==> config.mk <==
export PLATFORM = sky130hd
export DESIGN_NAME = spi_master
export DESIGN_NICKNAME = d
export VERILOG_FILES = /design/src/rtl/spi_master.sv
export SDC_FILE = /design/constraint.sdc
export NUM_CORES = 1
export LEC_CHECK = 0
export ABC_AREA = 1
export CORE_ASPECT_RATIO = 2
export CORE_MARGIN = 4
export CORE_UTILIZATION = 55
export CTS_CLUSTER_SIZE = 12
export DETAILED_ROUTE_END_ITERATION = 10
export PLACE_DENSITY_LB_ADDON = 0.25
export SETUP_SLACK_MARGIN = 0.4
export SYNTH_ARGS = -nofsm -noshare
export SYNTH_HDL_FRONTEND = slang
export SYNTH_SLANG_ARGS = --single-unit
==> constraint.sdc <==
create_clock -name Clk_i -period 2.4 [get_ports Clk_i]
set_input_delay 0.24 -clock Clk_i [delete_from_list [all_inputs] [get_ports Clk_i]]
set_output_delay 0.24 -clock Clk_i [all_outputs]
set_load 0.1 [all_outputs]
==> src/rtl/spi_master.sv <==
`default_nettype none
// ============================================================================
// Module   : spi_master
// Brief    : Byte-oriented SPI master, MSB first, sck idle low, active-high ss.
//            Optional self-test loopback enabled by SPI_MASTER_LOOPBACK_EN.
// Revision : 1.0
// ============================================================================
module spi_master #(
    parameter int  CLKDIV  = 4,
    parameter int  NSLAVES = 4,
    localparam int SEL_W   = (NSLAVES > 1) ? $clog2(NSLAVES) : 1
) (
    input  logic               Clk_i,
    input  logic               Rst_i,
    input  logic               tx_valid_i,
    output logic               tx_ready_o,
    input  logic [7:0]         tx_data_i,
    input  logic [SEL_W-1:0]   tx_sel_i,
    input  logic               tx_last_i,
    output logic [7:0]         rx_data_o,
    output logic               rx_valid_o,
    output logic               sck_o,
    output logic               mosi_o,
    input  logic               miso_i,
`ifdef SPI_MASTER_LOOPBACK_EN
    input  logic               loopback_i,
`endif
    output logic [NSLAVES-1:0] ss_o
);

    typedef enum logic [2:0] {
        ST_IDLE  = 3'd0,
        ST_SETUP = 3'd1,
        ST_LOW   = 3'd2,
        ST_HIGH  = 3'd3,
        ST_WAIT  = 3'd4,
        ST_HOLD  = 3'd5,
        ST_GAP   = 3'd6
    } state_t;

    localparam logic [7:0] C_DIV_LAST = 8'(CLKDIV - 1);

    state_t           state_q, state_d;
    logic [7:0]       div_cnt_q, div_cnt_d;
    logic [2:0]       bit_cnt_q, bit_cnt_d;
    logic [7:0]       tx_sr_q, tx_sr_d;
    logic [7:0]       rx_sr_q, rx_sr_d;
    logic [SEL_W-1:0] sel_q, sel_d;
    logic             last_q, last_d;
    logic [7:0]       rx_data_q, rx_data_d;
    logic             rx_valid_q, rx_valid_d;

    logic w_loopback;
    logic w_div_last;
    logic w_handshake;
    logic w_sample;
    logic w_ss_active;

`ifdef SPI_MASTER_LOOPBACK_EN
    assign w_loopback = loopback_i;
`else
    assign w_loopback = 1'b0;
`endif

    assign w_div_last  = (div_cnt_q == C_DIV_LAST);
    assign w_handshake = tx_valid_i && tx_ready_o;
    assign w_sample    = w_loopback ? mosi_o : miso_i;

    // The WAIT entry cycle carries the rx strobe; ready is withheld there so
    // a strobe and an accepted request never share a cycle.
    assign tx_ready_o  = (state_q == ST_IDLE) || ((state_q == ST_WAIT) && !rx_valid_q);
    assign sck_o       = (state_q == ST_HIGH);
    assign mosi_o      = ((state_q == ST_IDLE) || (state_q == ST_GAP)) ? 1'b0 : tx_sr_q[7];
    assign w_ss_active = !w_loopback &&
                         ((state_q == ST_SETUP) || (state_q == ST_LOW) ||
                          (state_q == ST_HIGH)  || (state_q == ST_WAIT) ||
                          (state_q == ST_HOLD));
    assign rx_data_o   = rx_data_q;
    assign rx_valid_o  = rx_valid_q;

    // Out-of-range selects match no index, so the bus stays deselected.
    for (genvar i = 0; i < NSLAVES; i++) begin : g_ss
        assign ss_o[i] = w_ss_active && (sel_q == SEL_W'(i));
    end

    always_comb begin
        state_d    = state_q;
        div_cnt_d  = 8'd0;
        bit_cnt_d  = bit_cnt_q;
        tx_sr_d    = tx_sr_q;
        rx_sr_d    = rx_sr_q;
        sel_d      = sel_q;
        last_d     = last_q;
        rx_data_d  = rx_data_q;
        rx_valid_d = 1'b0;

        if ((state_q != ST_IDLE) && (state_q != ST_WAIT)) begin
            div_cnt_d = w_div_last ? 8'd0 : div_cnt_q + 8'd1;
        end

        case (state_q)
            ST_IDLE: begin
                if (w_handshake) begin
                    tx_sr_d = tx_data_i;
                    sel_d   = tx_sel_i;
                    last_d  = tx_last_i;
                    state_d = ST_SETUP;
                end
            end
            ST_SETUP: if (w_div_last) state_d = ST_LOW;
            ST_LOW:   if (w_div_last) state_d = ST_HIGH;
            ST_HIGH: begin
                if (w_div_last) begin
                    rx_sr_d = {rx_sr_q[6:0], w_sample};
                    tx_sr_d = {tx_sr_q[6:0], 1'b0};
                    if (bit_cnt_q == 3'd7) begin
                        rx_data_d  = {rx_sr_q[6:0], w_sample};
                        rx_valid_d = 1'b1;
                        bit_cnt_d  = 3'd0;
                        state_d    = last_q ? ST_HOLD : ST_WAIT;
                    end else begin
                        bit_cnt_d = bit_cnt_q + 3'd1;
                        state_d   = ST_LOW;
                    end
                end
            end
            ST_WAIT: begin
                if (w_handshake) begin
                    tx_sr_d = tx_data_i;
                    last_d  = tx_last_i;
                    state_d = ST_LOW;
                end
            end
            ST_HOLD: if (w_div_last) state_d = ST_GAP;
            ST_GAP:  if (w_div_last) state_d = ST_IDLE;
            default: state_d = ST_IDLE;
        endcase
    end

    always_ff @(posedge Clk_i or posedge Rst_i) begin
        if (Rst_i) begin
            state_q    <= ST_IDLE;
            div_cnt_q  <= 8'd0;
            bit_cnt_q  <= 3'd0;
            tx_sr_q    <= 8'd0;
            rx_sr_q    <= 8'd0;
            sel_q      <= '0;
            last_q     <= 1'b0;
            rx_data_q  <= 8'd0;
            rx_valid_q <= 1'b0;
        end else begin
            state_q    <= state_d;
            div_cnt_q  <= div_cnt_d;
            bit_cnt_q  <= bit_cnt_d;
            tx_sr_q    <= tx_sr_d;
            rx_sr_q    <= rx_sr_d;
            sel_q      <= sel_d;
            last_q     <= last_d;
            rx_data_q  <= rx_data_d;
            rx_valid_q <= rx_valid_d;
        end
    end

endmodule
`default_nettype wire
==> results of run 1 <==
[layer usage]
metal,wire [um],GRT usage (%),up-vias
met1,1710,24.6,900
li1,-,-,944
met4,126,11.1,0
met3,178,3.57,12
met2,2570,36.0,45
met5,0,0,-
[synth_stat cells, types with 2 or more instances]
| master | count |
|---|---|
| a21oi_1 | 5 |
| buf_2 | 5 |
| buf_6 | 2 |
| dfrtp_1 | 41 |
| ha_1 | 3 |
| inv_1 | 20 |
| inv_2 | 6 |
| nand2_1 | 106 |
| nand2_4 | 2 |
| nand3_1 | 39 |
| nand3_2 | 4 |
| nand4_1 | 10 |
| nor2_1 | 15 |
| o21ai_0 | 3 |
[final timing paths]
check,start,endpoint,slack (ns),depth (start not counted)
worst max-delay path,state_q[2],sck_o,0.54,4
worst min-delay path,Rst_i,tx_sr_q[2],0.38,3
worst max register to register,div_cnt_q[0],rx_data_o[6],0.76,6
worst min register to register,div_cnt_q[0],div_cnt_q[0],0.46,1
max in group asynchronous,Rst_i,state_q[1],1.65,3
min in group Clk_i,div_cnt_q[0],div_cnt_q[0],0.46,1
[power by group]
part	switching, mW	internal [mW]	leakage, nW
clock network	0.234	0.413	0.0681
registers	0.183	0.899	0.531
logic	1.08	0.511	0.839
total	1.50	1.82	1.44
[worst max-delay path, cell delays in order, from the launching register on]
cell      delay (ns)
dfrtp_1         0.45
inv_2           0.14
nand3_2         0.11
clkinv_2        0.27
buf_4           0.36
[logic make-up (layout without fill, tap and decap cells)]
| logic type | Yosys count | count (layout) | synth area share (%) |
|---|---|---|---|
| adders and majority gates | 3 | 3 | 1.75 |
| DFF | 41 | 41 | 47.8 |
| buffers and inverters | 35 | 68 | 7.34 |
| AOI/OAI and AO/OA | 12 | 12 | 3.20 |
| xor gates and xnor gates | 1 | 1 | 0.408 |
| and+or+nand+nor | 183 | 183 | 39.5 |
[cell type report]
class,instances,area share [%]
clock buffer,5,2.61
clock inverter,3,2.46
timing repair buffer,33,13.1
multi-input combinational,199,36.7
tap,49,2.32
sequential,41,39.0
inverter,27,3.89
[registers in the layout (all words and copies together), names as in the netlist]
name / count
div_cnt_q: 8
rx_data_o: 8
tx_sr_q: 8
rx_sr_q: 7
bit_cnt_q: 3
state_q: 3
sel_q: 2
last_q: 1
rx_valid_o: 1
[what timing repair did]
action	4_1_cts	5_1_grt
pin swaps	1	0
setup buffers	1	0
gates cloned	0	0
resized for setup	2	1
setup endpoints to repair	2	2
==> metrics.cfg, run 1 <==
[run_status]
status=completed

[finish]
drive_above_1_share_pct=15.9
fill_cells=292
multi_input_area_sq_um=968
syn2layout_area_growth_pct=23.0
diodes=0
ff_latch_area_sq_um=1030
fin_cells=357
nets=325
fin_util_pct=71.6
layout.cell_area.non_filler_sq_um=2640
layout_commonest_cell=nand2_1
layout_common_cells=106 x nand2_1, 39 x dfrtp_1, 38 x nand3_1

[timing]
setup_viol=0
max_freq_ghz=0.537
setup_slack_ns=0.537
relSlewSlack_pct=64.8
period_share_pct=77.6
holdWs_ns=0.377
finalSetupTns_ns=0
fin_worst_skew_ns=0.00774
min_period_ns=1.86
hold_viol_final=0
rsz0062_at_grt=false
drv_slew=0
tightestPinTransition_ns=0.528

[clock_tree]
cts.sinks=41
htree_levels=2
cts_buffer_depth=2
ctsHoldBuffers=0
root_buffer=clkbuf_8
path_clk_slew_ns=0.07
cts_made_buffers=5
clk_latency_ns=0.29
cts_tree=built

[routing]
vias=1901
vias_per_cell=5.32
wirelength_mm=4.58
routedWlPerCell_um=12.8
drc_errors=0
ant_nets=0
drtPass1Iterations=4
drtIter0Drc=63

[synth]
ys_warn_count=0
ys_seq_area_share_pct=47.8
netlist_instances=275
syn_nets=293
synth_edf_count=0
synth_area_sq_um=2150
synth_area_leader_cell=dfrtp_1
yosysUniqueCellTypes=28
yosysTopAreaCellShare_pct=47.8
ys_ff_latch=41
async_flop_share_pct=100
avgSynthCellArea_sq_um=7.81
synth_area_leaders=dfrtp_1 48%, nand2_1 19%, nand3_1 9.1%
ys.flop_type=dfrtp_1

[global_routing]
overflow=0
track_usage_pct=21.1
grt_pass1_vias=1782
grt_pass1_wl_mm=7.89
grt_max_degree=42
antenna_found_initial=0

[place]
gp_congestion=0.848
port_buffers=30
dpl.cell_count=348
place_worst_setup_slack_ns=0.668
dpl.hpwl_mm=3.35
dpl_cell_area_sq_um=2490

[floorplan]
dieArea_sq_um=5030
die_y_um=96.4
initial_core_util_pct=58.3
num_rows=31
io_pins=31
coreArea_sq_um=3680
die_w_um=52.2

[power_and_ir_drop]
ir_worst_vdd_mv=1.33
power_density_nw_per_um2=1260
finalPower_mw=3.32
p_leak_nw=1.44

[run]
cap_viol_max_count=0

[worst_setup_path]
startpoint_type=flip-flop
critPathRequiredTime_ns=2.16
cp_max_fo=22
crit_path_end_kind=output port
cp.arrival_ns=1.62
criticalPathCategory=flip-flop to output port

[hold_path]
hold_class=primary input to async pin

Note: power is estimated with default switching activity, not from simulation.
==> run 2, diff against run 1 <==
Settings changed: CORE_UTILIZATION 55 to 49.
Clock period 2.4 ns to 1.6 ns, I/O delays scaled along.
==> metrics.cfg, run 2 (synthesis gave the netlist of run 1 again) <==
[worst_setup_path]
crit_chain=inv_1, nand3_1, nand3_4, nand3_2, clkinvlp_4, buf_12
startpoint_type=flip-flop
r2r_cells=9  ; +3
endpoint=ss_o[2]
rr_endpoint=tx_sr_q[2]
critPathRequiredTime_ns=1.44  ; -0.72 ns
max_stage_delay_ns=0.45  ; about the same
crit_slowest_cell=dfrtp_2
cp.arrival_ns=1.59  ; -0.03 ns
r2r_slack_ns=0.05  ; -0.71 ns
r2r-start=state_q[0]
crit_start=state_q[1]
criticalPathCategory=flip-flop to output port
crit_path_end_kind=output port
cp_max_fo=5  ; -77%

[hold_path]
hold_class=primary input to async pin

[routing]
drtPass1Iterations=5  ; +1
ant_nets=0  ; unchanged
wirelength_mm=8.41  ; +84%
drtIter0Drc=144  ; +130%
vias_per_cell=5.92  ; +11%
routedWlPerCell_um=20.5  ; +60%
drc_errors=0  ; unchanged
vias=2426  ; +28%

[timing]
max_freq_ghz=0.572
setup_slack_ns=-0.148  ; -0.685 ns
rsz0062_at_grt=true
period_share_pct=109
setup_viol=7  ; +7
tightestPinTransition_ns=0.298  ; -0.230 ns
drv_slew=0  ; unchanged
fin_worst_skew_ns=0.00256  ; -0.00518 ns
relSlewSlack_pct=80.1  ; +15 points
hold_viol_final=0  ; unchanged
min_period_ns=1.75

[run]
cap_viol_max_count=0  ; unchanged

[place]
dpl.hpwl_mm=3.86  ; +15%
place_worst_setup_slack_ns=0.0882  ; -0.580 ns
dpl.cell_count=354  ; +1.7%
gp_congestion=0.821  ; -3.2%
port_buffers=30  ; unchanged

[clock_tree]
htree_levels=2  ; unchanged
cts_buffer_depth=2  ; unchanged
ctsHoldBuffers=0  ; unchanged
clk_latency_ns=0.30  ; about the same
path_clk_slew_ns=0.08  ; about the same
cts_tree=built
root_buffer=clkbuf_8
cts.sinks=41  ; unchanged
cts_made_buffers=5  ; unchanged

[finish]
diodes=0  ; unchanged
syn2layout_area_growth_pct=71.7
layout_common_cells=75 x nand2_1, 34 x dfrtp_1, 32 x buf_4
fin_util_pct=88.4  ; +17 points
nets=375  ; +15%
drive_above_1_share_pct=48.3  ; +32 points
fin_cells=410  ; +15%
fill_cells=180  ; -38%
layout_commonest_cell=nand2_1

[global_routing]
track_usage_pct=28.0  ; +7.0 points
grt_pass1_vias=2321  ; +30%
antenna_found_initial=0  ; unchanged
grt_max_degree=42  ; unchanged
grt_pass1_wl_mm=11.2  ; +42%
overflow=0  ; unchanged

[floorplan]
coreArea_sq_um=4170  ; +13%
die_y_um=102  ; +5.4%
die_w_um=54.8  ; +5.0%
dieArea_sq_um=5570  ; +11%
num_rows=33  ; +6.5%
initial_core_util_pct=51.5  ; -6.8 points
io_pins=31  ; unchanged

[power_and_ir_drop]
p_leak_nw=1.75  ; +22%
power_density_nw_per_um2=1880  ; +49%
ir_worst_vdd_mv=1.77  ; +33%
finalPower_mw=6.93  ; +110%

[run_status]
status=complete, but fails checks
violations=setup timing

==> run 2: what timing repair did <==
item | 4_1_cts | 5_1_grt
pin swaps | 24 | 13
setup endpoints to repair | 45 | 47
resized for setup | 48 | 55
cloned | 4 | 0
setup buffers | 29 | 15
==> run 2: worst min path at each step <==
stage                       from            to  depth (start not counted)
global route               Rst_i  rx_data_o[2]                          3
floorplan              tx_last_i        last_q                          2
detailed placement    rx_sr_q[6]    rx_sr_q[6]                          2
global placement    bit_cnt_q[1]  bit_cnt_q[1]                          2
CTS                        Rst_i  div_cnt_q[7]                          3
finish                     Rst_i  rx_data_o[2]                          3
==> run 2: power by group <==
part           internal [mW]  total (mW)  leakage (nW)  switching, mW
Combinational           1.87        4.49          1.17           2.62
Clock                  0.391       0.767        0.0542          0.376
Sequential              1.35        1.67         0.523          0.315
Total                   3.62        6.93          1.75           3.31
==> run 2: critical path: cells and delay by family, from the launching register on <==
kind / cells / cell delay [ns]
buffers and inverters: 3 / 0.34
flip-flops: 1 / 0.45
AND/OR/NAND/NOR: 3 / 0.49
==> run 2: area by class of cell <==
cell class              count  area [sq um]  share of cell area, %
flip-flops and latches     41          1040                   28.1
well taps                  52          65.1                   1.77
clock buffers               7          96.3                   2.61
inverters                  27           130                   3.53
clock inverters             1          5.00                  0.136
multi-input cells         203          1400                   37.9
repair buffers             79           956                   25.9
==> run 2: metrics by stage <==
step,TNS [ns],hold slack (ns),area [sq um]
floorplan,0,0.293,2260
global placement,0,0.462,2780
detailed placement,0,0.474,2780
CTS,-0.321,0.230,3340
global route,-1.13,0.263,3690
finish,-0.841,0.234,3690
==> run 2: per-layer routing <==
metal,track usage [%],wire length (um),vias to the layer above
li1,-,-,1050
met1,29.7,2640,1177
met2,50.2,4740,153
met3,3.98,539,46
met4,14.6,488,0
met5,0,0,-
==> run 3, diff against run 2 <==
Clock period 1.6 ns to 1.5 ns, I/O delays scaled along.
==> metrics.cfg, run 3 (synthesis gave the netlist of run 1 again) <==
[hold_path]
hold_class=primary input to async pin

[run]
cap_viol_max_count=0  ; unchanged

[global_routing]
grt_pass1_vias=2481  ; +6.9%
overflow=0  ; unchanged
antenna_found_initial=0  ; unchanged
track_usage_pct=30.8  ; +2.8 points
grt_pass1_wl_mm=12.2  ; +8.9%
grt_max_degree=42  ; unchanged

[place]
dpl.cell_count=360  ; +1.7%
gp_congestion=0.889  ; +8.4%
dpl_cell_area_sq_um=2840  ; +2.4%
dpl.hpwl_mm=3.66  ; -5.1%
port_buffers=30  ; unchanged

[finish]
layout.cell_area.non_filler_sq_um=3980  ; +8.0%
fin_util_pct=95.4  ; +7.1 points
drive_above_1_share_pct=54.8  ; +6.5 points
syn2layout_area_growth_pct=85.4
nets=390  ; +4.0%
fin_cells=424  ; +3.4%
layout_commonest_cell=nand2_1
fill_cells=101  ; -44%
layout_common_cells=71 x nand2_1, 33 x buf_4, 31 x dfrtp_1
diodes=0  ; unchanged

[clock_tree]
path_clk_slew_ns=0.10  ; +0.02 ns
cts_made_buffers=5  ; unchanged
cts_buffer_depth=2  ; unchanged
cts.sinks=41  ; unchanged
root_buffer=clkbuf_8
htree_levels=2  ; unchanged
clk_latency_ns=0.31  ; about the same
cts_tree=built

[floorplan]
initial_core_util_pct=51.5  ; unchanged
die_y_um=102  ; unchanged
io_pins=31  ; unchanged
dieArea_sq_um=5570  ; unchanged
die_w_um=54.8  ; unchanged
coreArea_sq_um=4170  ; unchanged
num_rows=33  ; unchanged

[routing]
drtPass1Iterations=4  ; -1
vias=2760  ; +14%
routedWlPerCell_um=27.8  ; +36%
ant_nets=0  ; unchanged
vias_per_cell=6.51  ; +10%
wirelength_mm=11.8  ; +40%
drtIter0Drc=242  ; +68%
drc_errors=0  ; unchanged

[power_and_ir_drop]
p_clk_share_pct=9.4  ; -1.7 points
net-switching-power_mw=4.18  ; +26%
sequentialPowerShare_pct=22.4  ; -1.7 points
ir_worst_vdd_mv=2.04  ; +16%
comb_power_share_pct=68.2  ; +3.4 points
p_leak_nw=1.84  ; +5.2%
power_density_nw_per_um2=2100  ; +12%
switching_share_pct=49.9  ; +2.1 points
internal_power_mw=4.20  ; +16%
finalPower_mw=8.37  ; +21%

[worst_setup_path]
critPathRequiredTime_ns=1.35  ; -0.09 ns
startpoint_type=flip-flop
criticalPathCategory=flip-flop to output port
crit_path_end_kind=output port
cp.arrival_ns=1.66  ; +0.07 ns
cp_max_fo=4  ; -1

[timing]
max_freq_ghz=0.553
relSlewSlack_pct=61.4  ; -19 points
fin_worst_skew_ns=0.0235  ; +0.0209 ns
finalSetupTns_ns=-3.57  ; -2.73 ns
tightestPinTransition_ns=0.574  ; +0.276 ns
setup_slack_ns=-0.309  ; -0.161 ns
min_period_ns=1.81
period_share_pct=121
hold_viol_final=0  ; unchanged
rsz0062_at_grt=true
setup_viol=30  ; +23
drv_slew=0  ; unchanged

[run_status]
violations=setup timing
status=complete, but fails checks

==> run 3: cell count changes in the layout (fill, tap and decap cells not counted), sizes merged <==
cell    change
buf        +15
clkbuf      +1
clkinv      -1
nor2        -1
==> run 3: path summary, 6_finish.rpt <==
kind | slack [ns] | start | endpoint | cells past startpoint
setup / recovery | -0.31 | state_q[1] | tx_ready_o | 7
hold / removal | 0.22 | Rst_i | state_q[1] | 3
setup reg to reg | -0.17 | state_q[1] | tx_sr_q[2] | 8
hold reg to reg | 0.55 | tx_sr_q[4] | tx_sr_q[4] | 2
max in group asynchronous | 1.04 | Rst_i | div_cnt_q[2] | 3
min in group Clk_i | 0.47 | miso_i | rx_sr_q[0] | 3
==> run 3: through the flow <==
stage / hold slack (ns) / setup slack (ns)
after global placement: 0.455 / 0.123
after CTS: 0.213 / -0.135
final: 0.218 / -0.309
after detailed placement: 0.468 / 0.102
after global routing: 0.256 / -0.341
after floorplan: 0.283 / -0.0469
==> run 3: routing by layer <==
metal / share of wire (%) / up-vias / GRT usage, % / wire (um)
li1: - / 1080 / - / -
met1: 31 / 1362 / 30.6 / 3600
met2: 50 / 226 / 52.5 / 5860
met3: 11 / 92 / 7.07 / 1270
met4: 8.9 / 0 / 22.5 / 1050
met5: 0 / - / 0 / 0
==> run 3: area by class of cell <==
type	instances	area, sq um	share of cell area (%)
Inverter	27	130	3.27
Sequential cell	41	1040	26.2
Clock buffer	7	86.3	2.17
Tap cell	52	65.1	1.63
Timing Repair Buffer	95	1150	28.9
Multi-Input combinational cell	202	1510	37.8
==> run 3: worst max-delay path, cell delays in order, from the launching register on <==
cell and delay (ns):
dfrtp_2 0.46, nor2_4 0.15, buf_4 0.13, buf_6 0.12, buf_6 0.13, nand2_2 0.07, clkinvlp_4 0.10, buf_12 0.17
==> run 3: timing repair <==
item,4_1_cts,5_1_grt
cloned,3,1
buffers inserted,29,24
pin swaps,21,20
endpoints found under the setup margin,48,49
hold buffers,0,0
resized for setup,74,77
==> run 3: power groups by stage <==
stage	logic [mW]	clock network (mW)	registers, mW
6_report	5.71	0.787	1.88
4_1_cts	4.12	0.741	1.74
5_1_grt	5.87	0.811	1.89
3_5_place_dp	3.02	0	1.76
3_3_place_gp	2.96	0	1.74
2_1_floorplan	2.27	0	1.70
